===== config.mk =====
export PLATFORM = sky130hd
export DESIGN_NAME = mdu_iter_flat
export DESIGN_NICKNAME = d
export VERILOG_FILES = /design/src/rtl/mdu_iter_if.sv /design/src/rtl/mdu_iter.sv /design/src/flat_wrapper.sv
export SDC_FILE = /design/constraint.sdc
export NUM_CORES = 1
export LEC_CHECK = 0
export CAP_MARGIN = 30
export CELL_PAD_IN_SITES_DETAIL_PLACEMENT = 1
export CELL_PAD_IN_SITES_GLOBAL_PLACEMENT = 1
export CORE_MARGIN = 1
export CORE_UTILIZATION = 30
export CTS_BUF_LIST = sky130_fd_sc_hd__clkbuf_4 sky130_fd_sc_hd__clkbuf_8 sky130_fd_sc_hd__clkbuf_16
export DETAILED_ROUTE_END_ITERATION = 8
export MAX_ROUTING_LAYER = met4
export PLACE_DENSITY = 0.57
export SETUP_SLACK_MARGIN = 0.1
export SKIP_LAST_GASP = 1
export SLEW_MARGIN = 40
export SYNTH_ARGS = -nofsm -noshare
export SYNTH_HDL_FRONTEND = slang
export SYNTH_SLANG_ARGS = --single-unit

===== constraint.sdc =====
create_clock -name clk -period 7.2 [get_ports clk]
set_clock_uncertainty 0.05 [all_clocks]
set_input_delay 1.08 -clock clk [delete_from_list [all_inputs] [get_ports clk]]
set_output_delay 1.08 -clock clk [all_outputs]
set_load 0.005 [all_outputs]

===== src/rtl/mdu_iter_if.sv =====
// Command/result bus of the iterative multiply/divide unit.
// The core drives the command side; the unit owns busy/done and HI/LO.
interface mdu_iter_if #(
  parameter int unsigned WIDTH = 32
);
  logic             start;
  logic [2:0]       op;
  logic [WIDTH-1:0] rs;
  logic [WIDTH-1:0] rt;
  logic             cancel;
  logic             busy;
  logic             done;
  logic [WIDTH-1:0] hi;
  logic [WIDTH-1:0] lo;

  modport master (
    output start, op, rs, rt, cancel,
    input  busy, done, hi, lo
  );

  modport slave (
    input  start, op, rs, rt, cancel,
    output busy, done, hi, lo
  );
endinterface


===== src/rtl/mdu_iter.sv =====
// Iterative radix-2 multiply/divide unit owning the HI/LO pair.
// Signed ops run on magnitudes; signs are applied in a single fix-up cycle.
module mdu_iter #(
  parameter int unsigned WIDTH = 32
) (
  input logic       clk,
  input logic       reset,
  mdu_iter_if.slave bus
);
  localparam int unsigned CntW = $clog2(WIDTH);

  typedef enum logic [1:0] {StIdle, StRun, StFix} state_e;

  state_e             state_q;
  logic [CntW-1:0]    cnt_q;
  logic [2*WIDTH-1:0] acc_q;
  logic [WIDTH-1:0]   opb_q;
  logic [WIDTH-1:0]   hi_q;
  logic [WIDTH-1:0]   lo_q;
  logic               is_div_q;
  logic               neg_q;
  logic               neg_r_q;
  logic               div0_q;
  logic               busy_q;
  logic               done_q;

  logic               signed_op;
  logic               a_neg;
  logic               b_neg;
  logic [WIDTH-1:0]   a_mag;
  logic [WIDTH-1:0]   b_mag;
  logic [WIDTH:0]     mul_sum;
  logic [WIDTH:0]     div_shift;
  logic [WIDTH-1:0]   div_diff;
  logic               div_ok;
  logic [2*WIDTH-1:0] mul_next;
  logic [2*WIDTH-1:0] div_next;
  logic [2*WIDTH-1:0] prod_fix;
  logic [WIDTH-1:0]   quo_fix;
  logic [WIDTH-1:0]   rem_fix;

  always_comb begin
    signed_op = ~bus.op[0];
    a_neg     = signed_op & bus.rs[WIDTH-1];
    b_neg     = signed_op & bus.rt[WIDTH-1];
    a_mag     = a_neg ? -bus.rs : bus.rs;
    b_mag     = b_neg ? -bus.rt : bus.rt;

    // Multiply: acc = {partial product, remaining multiplier bits}, shifted right each step.
    mul_sum  = {1'b0, acc_q[2*WIDTH-1:WIDTH]} + (acc_q[0] ? {1'b0, opb_q} : '0);
    mul_next = {mul_sum, acc_q[WIDTH-1:1]};

    // Divide: acc = {remainder, dividend/quotient}; quotient bits enter at the bottom.
    // A zero divisor always subtracts, giving an all-ones quotient and rem = dividend.
    div_shift = {acc_q[2*WIDTH-1:WIDTH], acc_q[WIDTH-1]};
    div_ok    = div_shift >= {1'b0, opb_q};
    div_diff  = div_shift[WIDTH-1:0] - opb_q;
    div_next  = div_ok ? {div_diff, acc_q[WIDTH-2:0], 1'b1}
                       : {div_shift[WIDTH-1:0], acc_q[WIDTH-2:0], 1'b0};

    prod_fix = neg_q ? -acc_q : acc_q;
    quo_fix  = neg_q ? -acc_q[WIDTH-1:0] : acc_q[WIDTH-1:0];
    rem_fix  = neg_r_q ? -acc_q[2*WIDTH-1:WIDTH] : acc_q[2*WIDTH-1:WIDTH];
  end

  always_ff @(posedge clk or posedge reset) begin
    if (reset) begin
      state_q  <= StIdle;
      cnt_q    <= '0;
      acc_q    <= '0;
      opb_q    <= '0;
      hi_q     <= '0;
      lo_q     <= '0;
      is_div_q <= 1'b0;
      neg_q    <= 1'b0;
      neg_r_q  <= 1'b0;
      div0_q   <= 1'b0;
      busy_q   <= 1'b0;
      done_q   <= 1'b0;
    end else begin
      done_q <= 1'b0;
      case (state_q)
        StIdle: begin
          if (bus.start && !bus.op[2]) begin
            is_div_q <= bus.op[1];
            neg_q    <= a_neg ^ b_neg;
            neg_r_q  <= a_neg;
            div0_q   <= (bus.rt == '0);
            opb_q    <= bus.op[1] ? b_mag : a_mag;
            acc_q    <= {{WIDTH{1'b0}}, (bus.op[1] ? a_mag : b_mag)};
            cnt_q    <= '0;
            busy_q   <= 1'b1;
            state_q  <= StRun;
          end else if (bus.start && bus.op[1:0] == 2'b00) begin
            hi_q <= bus.rs;
          end else if (bus.start && bus.op[1:0] == 2'b01) begin
            lo_q <= bus.rs;
          end
        end
        StRun: begin
          if (bus.cancel) begin
            busy_q  <= 1'b0;
            state_q <= StIdle;
          end else begin
            acc_q <= is_div_q ? div_next : mul_next;
            cnt_q <= cnt_q + CntW'(1);
            if (cnt_q == CntW'(WIDTH - 1)) state_q <= StFix;
          end
        end
        StFix: begin
          if (!bus.cancel) begin
            if (is_div_q) begin
              lo_q <= div0_q ? '1 : quo_fix;
              hi_q <= rem_fix;
            end else begin
              {hi_q, lo_q} <= prod_fix;
            end
            done_q <= 1'b1;
          end
          busy_q  <= 1'b0;
          state_q <= StIdle;
        end
        default: state_q <= StIdle;
      endcase
    end
  end

  assign bus.busy = busy_q;
  assign bus.done = done_q;
  assign bus.hi   = hi_q;
  assign bus.lo   = lo_q;
endmodule


===== src/flat_wrapper.sv =====
// flat-port wrapper written by rule: the top's interface ports become plain ports
module mdu_iter_flat 
#(
  parameter int unsigned WIDTH = 32
)
  (clk, reset, bus_start, bus_op, bus_rs, bus_rt, bus_cancel, bus_busy, bus_done, bus_hi, bus_lo);
  mdu_iter_if #(.WIDTH(WIDTH)) bus_i ();
  input logic clk;
  input logic reset;
  input wire logic [$bits(bus_i.start)-1:0] bus_start;
  input wire logic [$bits(bus_i.op)-1:0] bus_op;
  input wire logic [$bits(bus_i.rs)-1:0] bus_rs;
  input wire logic [$bits(bus_i.rt)-1:0] bus_rt;
  input wire logic [$bits(bus_i.cancel)-1:0] bus_cancel;
  output wire logic [$bits(bus_i.busy)-1:0] bus_busy;
  output wire logic [$bits(bus_i.done)-1:0] bus_done;
  output wire logic [$bits(bus_i.hi)-1:0] bus_hi;
  output wire logic [$bits(bus_i.lo)-1:0] bus_lo;
  assign bus_i.start = bus_start;
  assign bus_i.op = bus_op;
  assign bus_i.rs = bus_rs;
  assign bus_i.rt = bus_rt;
  assign bus_i.cancel = bus_cancel;
  assign bus_busy = bus_i.busy;
  assign bus_done = bus_i.done;
  assign bus_hi = bus_i.hi;
  assign bus_lo = bus_i.lo;
  mdu_iter #(.WIDTH(WIDTH)) u_core (.clk(clk), .reset(reset), .bus(bus_i));
endmodule

Word level (Yosys, flattened, before mapping)
Cells that the tools add are included.
- input bits: 71
- output and inout bits: 66
- register bits: 173
- mux-type cells: 37
- equal/unequal tests: 13
- $add $sub $neg: 8
- bitwise operators: 4
- $lt $le $gt $ge: 1
- reduce and logical (&&, ||, !) cells: 16
- operators by type and width (cell ; count):
    $mux W32 ; 17
    $mux W64 ; 5
    $neg A32 Y32 ; 4
    $pmux W32 S2 ; 2
    $pmux W64 S2 ; 1
    $neg A64 Y64 ; 1
    $add A32 B33 Y33 ; 1
    $ge A33 B32 Y1 ; 1
    $logic_not A32 Y1 ; 1
    $sub A32 B32 Y32 ; 1
    $mux W5 ; 2
    $ne A2 B2 Y1 const B ; 5
    $pmux W5 S2 ; 1
    $mux W2 ; 3
    $ne A2 B1 Y1 const B ; 3
    $reduce_and A3 Y1 ; 2
    $add A5 B1 Y5 const B ; 1
    $eq A5 B5 Y1 const B ; 1
    $reduce_and A5 Y1 ; 1
    $eq A2 B1 Y1 const B ; 2
    $logic_not A2 Y1 ; 2
    $mux W1 ; 4
    $pmux W2 S2 ; 1
    $reduce_and A2 Y1 ; 2
    11 further kinds ; 15

Longest topological paths before layout
Gate-level depths: netlist (run 1).
- depth in word-level cells: 6
- depth in mapped cells: 15
- mapped depth without buffers: 13

Worst setup path after synthesis (run 1)
OpenSTA, ideal clock, no wires.
- path kind: register -> register
- start: register u_core.acc_q[0]
- end: register u_core.acc_q[63]
- setup time: 0.086 ns
- setup slack: 3.743 ns
- arrival time: 3.322 ns
- clock period less this slack: 3.457 ns
- data required time: 7.064 ns
- stages on the path, launching flop included: 15
- cell sequence: dfrtp_1 clkbuf_1 and2_1 ha_1 inv_1 fa_1 nand2b_1 a21oi_1 o21ai_0 o21ai_1 a31oi_1 o41ai_1 a31oi_1 a311o_1 a32oi_1
- cells in the longest elaborated chain, start to end: 5
- RTL lines (item ; line ; source):
    from (decl) ; mdu_iter.sv:16 ; logic [2*WIDTH-1:0] acc_q;
    from (signal assigned) ; mdu_iter.sv:90 ; acc_q <= {{WIDTH{1'b0}}, (bus.op[1] ? a_mag : b_mag)};
    from (signal assigned) ; mdu_iter.sv:105 ; acc_q <= is_div_q ? div_next : mul_next;
    $mux W32 ; mdu_iter.sv:50 ; mul_sum = {1'b0, acc_q[2*WIDTH-1:WIDTH]} + (acc_q[0] ? {1'b0, opb_q} : '0);
    $add A32 B33 Y33 ; mdu_iter.sv:50 ;
    $mux W64 ; mdu_iter.sv:105 ;
    $mux W64 ; mdu_iter.sv:101 ; if (bus.cancel) begin
    $pmux W64 S2 ; mdu_iter.sv:82 ; case (state_q)
No other way between the ends. The select of a mux whose other input is x is not followed.
A chain may end at the register's enable or synchronous reset.

Worst setup path in the final report (run 1)
Ends and elaborated chain as after synthesis.

==> results of run 1 <==
[logic make-up (layout without fill, tap and decap cells)]
| logic type | Yosys count | count (layout) | share of synthesized area |
|---|---|---|---|
| flip-flops | 173 | 173 | 0.287 |
| XOR/XNOR | 168 | 168 | 0.0977 |
| AO/OA/AOI/OAI | 670 | 670 | 0.273 |
| AND/OR/NAND/NOR | 600 | 600 | 0.184 |
| adder cells (fa/ha/maj) | 76 | 76 | 0.0641 |
| multiplexers | 65 | 65 | 0.0448 |
| buffers and inverters | 191 | 265 | 0.0486 |
[power breakdown]
part           internal, mW  switching (mW)
clock network         0.475           0.462
logic                  2.04            3.22
registers              1.39           0.621
[worst max-delay path: stages, from the launching register on]
cell      delay, ps
dfrtp_1         520
and2_1          190
ha_1            240
inv_1            70
fa_1            430
nand2b_1        190
a21oi_1         250
o21ai_0         380
o21ai_1         270
buf_4           190
a31oi_1         190
o41ai_1         760
a31oi_1         180
a311o_1         340
a32oi_1         150
[registers in the layout (all words and copies together) (netlist names), 2 cells and up]
signal	flops
u_core.bus.hi	32
u_core.acc_q	64
u_core.opb_q	32
u_core.cnt_q	5
u_core.state_q	2
u_core.bus.lo	32
[routing by layer]
| metal | wire length [µm] | global-route usage |
|---|---|---|
| met5 | 0 | - |
| met2 | 29900 | 0.416 |
| met1 | 32300 | 0.378 |
| met3 | 3160 | 0.0389 |
| met4 | 1490 | 0.0787 |
[path summary, 6_finish.rpt]
kind | start | end | slack [ps] | cells past startpoint
hold / removal | u_core.bus.hi[21] | u_core.bus.hi[21] | 430 | 1
setup reg to reg | u_core.acc_q[0] | u_core.acc_q[63] | 2730 | 14
max in group asynchronous | reset | u_core.is_div_q | 4910 | 3
setup / recovery | u_core.acc_q[0] | u_core.acc_q[63] | 2730 | 14
hold reg to reg | u_core.bus.hi[21] | u_core.bus.hi[21] | 430 | 1
min in group asynchronous | reset | u_core.bus.lo[16] | 1010 | 2
[metrics by stage]
stage | cell area, µm² | hold WS [ps] | std cells
2_1_floorplan | 15100 | 389 | 1943
3_3_place_gp | 17000 | 408 | 2649
3_5_place_dp | 17000 | 417 | 2649
4_1_cts | 17600 | 432 | 2681
5_1_grt | 17600 | 460 | 2681
6_report | 17600 | 428 | 2681
[cell usage in the layout, fill, tap and decap left out, types with 7 or more instances in the layout]
cell             netlist  routed
o31ai_1               19      19
a211o_1                8       8
xor2_1                72      72
a22oi_1                8       8
a21oi_1              181     180
a211oi_1              43      43
and3_1                 8       8
a31oi_1               16      16
buf_4                  0      20
or3_1                 13      13
nor4_1                19      18
dfrtp_1              173     171
clkbuf_16              0      17
ha_1                  74      72
mux2_2                19      19
o21ai_0              228     228
xnor2_1               96      96
o211ai_1              18      18
nand2_1              203     201
nand2b_1              24      24
nand3_1               22      22
nor2_1               173     172
and2_1                 9       9
inv_1                 73      72
nor3_1                60      60
o21a_1                10      10
nand3b_1               7       7
or4_1                 10      10
o41ai_1               10      10
mux2i_1               46      46
o22ai_1               33      33
a21o_1                22      21
o21bai_1              10      10
nand4_1               15      15
clkdlybuf4s50_1        0     135
nor2b_1               16      15
[area by class of cell]
type                       instances  area (µm²)
clock buffer                      21         474
sequential                       173        4330
multi-input combinational       1579       10100
fill                            5949       31700
inverter                          74         285
clock inverter                    11        86.3
timing repair buffer             159        1540
tap                              664         831
==> flow_summary_export.csv, run 1 <==
group,metric,value,unit
setup_path,end_kind,"flop",
logic_synthesis,avgSynthCellArea,7.75,µm²
routing,firstDrtPassIters,5,
setup_path,critPathMaxFanout,8,
die,rows,81,
power,finalPower,8.20,mW
routing,vias,15196,
power,leakagePower,7.21,nW
timing,rsz0062_at_grt,"no",
logic_synthesis,synth_seq_cells,173,
timing,fin_ws,2730,ps
timing,fmaxAchievable,0.224,GHz
logic_synthesis,yosysWarnings,0,
logic_synthesis,synth_common_cells,"o21ai_0 (228), nand2_1 (203), a21oi_1 (181)",
timing,fin_crit_sh,0.621,
final_layout,drive_gt1_frac,0.0540,
clock_network,htree_levels,4,
routing,drt_iter0_drc,1224,
logic_synthesis,synthesis.area,15100,µm²
logic_synthesis,synth_ff_type,"dfrtp_1",
logic_synthesis,netlist-cell-type-count,82,
timing,slew_headroom,0.432,
timing,finalSetupViolCount,0,
die,core,49300,µm²
final_layout,fin_util,0.357,
place,hpwl,51900,µm
grt,antenna_found_initial,1,
setup_path,crit_arrival,4840,ps
die,chipHeight,226,µm
final_layout,fin_nets,2151,
routing,totalWireLength,66900,µm
clock_network,cts_inserted_buffers,17,
die,start_util,0.306,
final_layout,n_antenna_cell,0,
timing,tightest_slew,843,ps
grt,track_usage,0.274,
logic_synthesis,ys_async_sr_fraction,1.00,
power,peakVddDrop,0.000252,V
clock_network,clock_tree.root_cell,"clkbuf_16",
power,powerDensity,466,nW/µm²
clock_network,clkTransAtPathRegs,70,ps
routing,wl_per_cell,25.0,µm
final_layout,area_growth,16.9,%
timing,slew_viol_final,0,
die,dieArea,51100,µm²
setup_path,startpoint_type,"flop",
clock_network,postCtsSetupRepairBufs,0,
timing,hold_violations,0,
logic_synthesis,yosysTopAreaCellShare,0.287,
clock_network,hold_buffers,0,
logic_synthesis,synthTopCellsByArea,"dfrtp_1 (29%), o21ai_0 (7.6%), ha_1 (6.1%)",
routing,ant_nets,0,
timing,fin_crit,4470,ps
routing,drc_errors,0,
clock_network,clock_latency,510,ps
flow_run,drv_cap,0,
clock_network,cts_resized,0,
routing,vias_per_cell,5.67,
logic_synthesis,syn_inst,1943,
setup_path,crit_required,7570,ps
status,status,"completed",
logic_synthesis,synth_edf_count,0,
grt,grt_max_degree,102,
die,ios,137,
die,die_x,226,µm
hold_path,hold_class,"reg2reg",
logic_synthesis,yosysSeqAreaShare,0.287,
place,pre_cts_ws,2620,ps
grt,grt_pass1_vias,15279,
logic_synthesis,synth_fp_nets,2090,
clock_network,clock_sinks,173,
grt,gr-total-overflow,0,
timing,fin_tns_setup,0,ps
place,globalplace.congestion,0.914,
logic_synthesis,synth_most_common_cell,"o21ai_0",
setup_path,criticalPathCategory,"reg2reg",
clock_network,cts_tree,"done",
clock_network,cts_buffer_depth,2,
place,io_buffers,136,
grt,grt_pass1_wl,101000,µm
logic_synthesis,synth_top_area_cell,"dfrtp_1",
Note: power is estimated with default switching activity, not from simulation.
==> run 2: changes to the inputs <==
==> constraint.sdc (replaced) <==
create_clock -name clk -period 4.2 [get_ports clk]
set_clock_uncertainty 0.05 [all_clocks]
set_input_delay 0.63 -clock clk [delete_from_list [all_inputs] [get_ports clk]]
set_output_delay 0.63 -clock clk [all_outputs]
set_load 0.005 [all_outputs]
==> run 2 against run 1 <==
Compared with the run above:
- sequential power up 59%
- largest cell class unchanged
- highest routed layer unchanged
- hold slack got worse by 3.2 ps
- critical endpoint is now u_core.acc_q[62]
- non-clock buffer count rose by 90
==> flow_summary_export.csv, run 2 (synthesis results as in run 1) <==
group,metric,value,unit
grt,antenna_found_initial,0,
setup_path,criticalPathCategory,"reg2reg",
timing,fin_crit_sh,0.916,
setup_path,reg2reg_slack,350,ps
setup_path,reg2reg_depth,15,
routing,drc_errors,0,
final_layout,fin_util,0.374,
clock_network,hold_buffers,0,
place,place_area,17800,µm²
clock_network,cts_inserted_buffers,17,
routing,vias,15564,
place,globalplace.congestion,0.929,
die,chipHeight,226,µm
die,start_util,0.306,
setup_path,crit_top_cell,"buf_4",
routing,drt_iter0_drc,1060,
die,dieArea,51100,µm²
timing,hold_violations,0,
routing,firstDrtPassIters,5,
final_layout,finalInstanceArea,18400,µm²
routing,ant_nets,0,
power,powerDensity,798,nW/µm²
power,leakagePower,7.71,nW
timing,hold_ws,424,ps
setup_path,end_kind,"flop",
clock_network,htree_levels,4,
setup_path,critPathMaxFanout,15,
flow_run,drv_cap,0,
timing,finalSetupViolCount,0,
timing,fin_crit,3850,ps
setup_path,crit_required,4530,ps
routing,vias_per_cell,5.61,
die,ios,137,
clock_network,clock_sinks,173,
clock_network,clkTransAtPathRegs,80,ps
clock_network,clock_latency,510,ps
grt,grt_pass1_vias,15583,
final_layout,drive_gt1_frac,0.0921,
clock_network,cts_tree,"done",
setup_path,worstPathCellList,"inv_1 -> buf_12 -> nor2_1 -> ha_1 -> a2111oi_0 -> o21ai_0 -> buf_4 -> a31oi_1 -> a211oi_1 -> o221ai_1 -> a21boi_0 -> buf_4 -> nor3_1 -> o32ai_1 -> a311o_1",
setup_path,cp-startpoint,"u_core.acc_q[0]",
final_layout,fin_nets,2241,
die,core,49300,µm²
final_layout,final_cell_mix,"o21ai_0 (228), nand2_1 (203), a21oi_1 (180)",
power,peakVddDrop,0.000421,V
clock_network,cts_buffer_depth,2,
setup_path,r2r_start,"u_core.acc_q[0]",
timing,fin_tns_setup,0,ps
final_layout,layout_commonest_cell,"o21ai_0",
die,rows,81,
grt,track_usage,0.276,
status,status,"completed",
timing,slew_viol_final,0,
place,io_buffers,136,
setup_path,crit_arrival,4180,ps
timing,tightest_slew,839,ps
setup_path,slowest_stage,"a2111oi_0",
grt,grt_pass1_wl,101000,µm
hold_path,hold_end,"u_core.bus.hi[21]",
clock_network,cts_resized,0,
routing,wl_per_cell,24.3,µm
routing,totalWireLength,67400,µm
final_layout,area_growth,22.3,%
final_layout,largest_reg_flops,64,
die,die_x,226,µm
place,hpwl,53200,µm
setup_path,r2r_end,"u_core.acc_q[62]",
clock_network,clock_tree.root_cell,"clkbuf_16",
timing,fmaxAchievable,0.260,GHz
hold_path,hold_class,"reg2reg",
timing,rsz0062_at_grt,"no",
final_layout,largest_register,"u_core.acc_q",
hold_path,worstHoldStart,"u_core.bus.hi[21]",
setup_path,cp_slowest_stage_delay,470,ps
grt,grt_max_degree,101,
setup_path,startpoint_type,"flop",
grt,gr-total-overflow,0,
hold_path,whs_path_depth,1,
clock_network,postCtsSetupRepairBufs,0,
timing,slew_headroom,0.440,
-- run 2: changes by cell type in the layout (fill, tap and decap cells not counted), sizes merged --
cell / before / now
diode: 0 / 1
clkbuf: 21 / 18
buf: 24 / 114
inv: 76 / 77
bufinv: 0 / 3
clkinvlp: 2 / 4
clkinv: 7 / 4
-- run 2: per-stage QoR --
| step | std cells | power [mW] | setup slack [ps] |
|---|---|---|---|
| 2_1_floorplan | 1943 | 8.88 | 743 |
| 3_3_place_gp | 2738 | 12.7 | 399 |
| 3_5_place_dp | 2738 | 12.8 | 342 |
| 4_1_cts | 2770 | 14.7 | 414 |
| 5_1_grt | 2771 | 15.8 | 119 |
| 6_report | 2772 | 14.7 | 353 |
-- run 2: worst max-delay path, delay by kind of cell (launching register included) --
family | cells | cell delay [ps]
and+or+nand+nor | 2 | 240
adders and majority gates | 1 | 310
DFF | 1 | 410
buffers and inverters | 4 | 670
AOI/OAI and AO/OA | 8 | 2030
-- run 2: per-layer routing --
metal	global-route usage	vias up	routed length [µm]
met3	0.0294	74	2730
met1	0.376	7774	32100
met4	0.0942	0	2010
li1	-	7332	-
met2	0.426	384	30600
met5	-	-	0
-- run 2: report_power, final --
group	leakage, nW	internal, mW	total [mW]	switching [mW]
Sequential	2.14	2.39	3.20	0.808
Clock	0.293	0.953	1.78	0.827
Combinational	5.27	3.92	9.72	5.80
-- run 2: worst max path at each step --
stage / end / slack [ps]
global placement: u_core.opb_q[24] / 400
global route: u_core.acc_q[62] / 120
floorplan: u_core.acc_q[63] / 740
finish: u_core.acc_q[62] / 350
detailed placement: u_core.opb_q[18] / 340
CTS: u_core.acc_q[62] / 410
-- run 2: area by class of cell --
| type | count | area (µm²) |
|---|---|---|
| flip-flops and latches | 173 | 4330 |
| clock inverters | 14 | 181 |
| fillers | 6015 | 30800 |
| diodes | 1 | 2.50 |
| repair buffers | 249 | 2320 |
| multi-input cells | 1579 | 10000 |
| well taps | 664 | 831 |
| clock buffers | 18 | 433 |
| inverters | 74 | 282 |
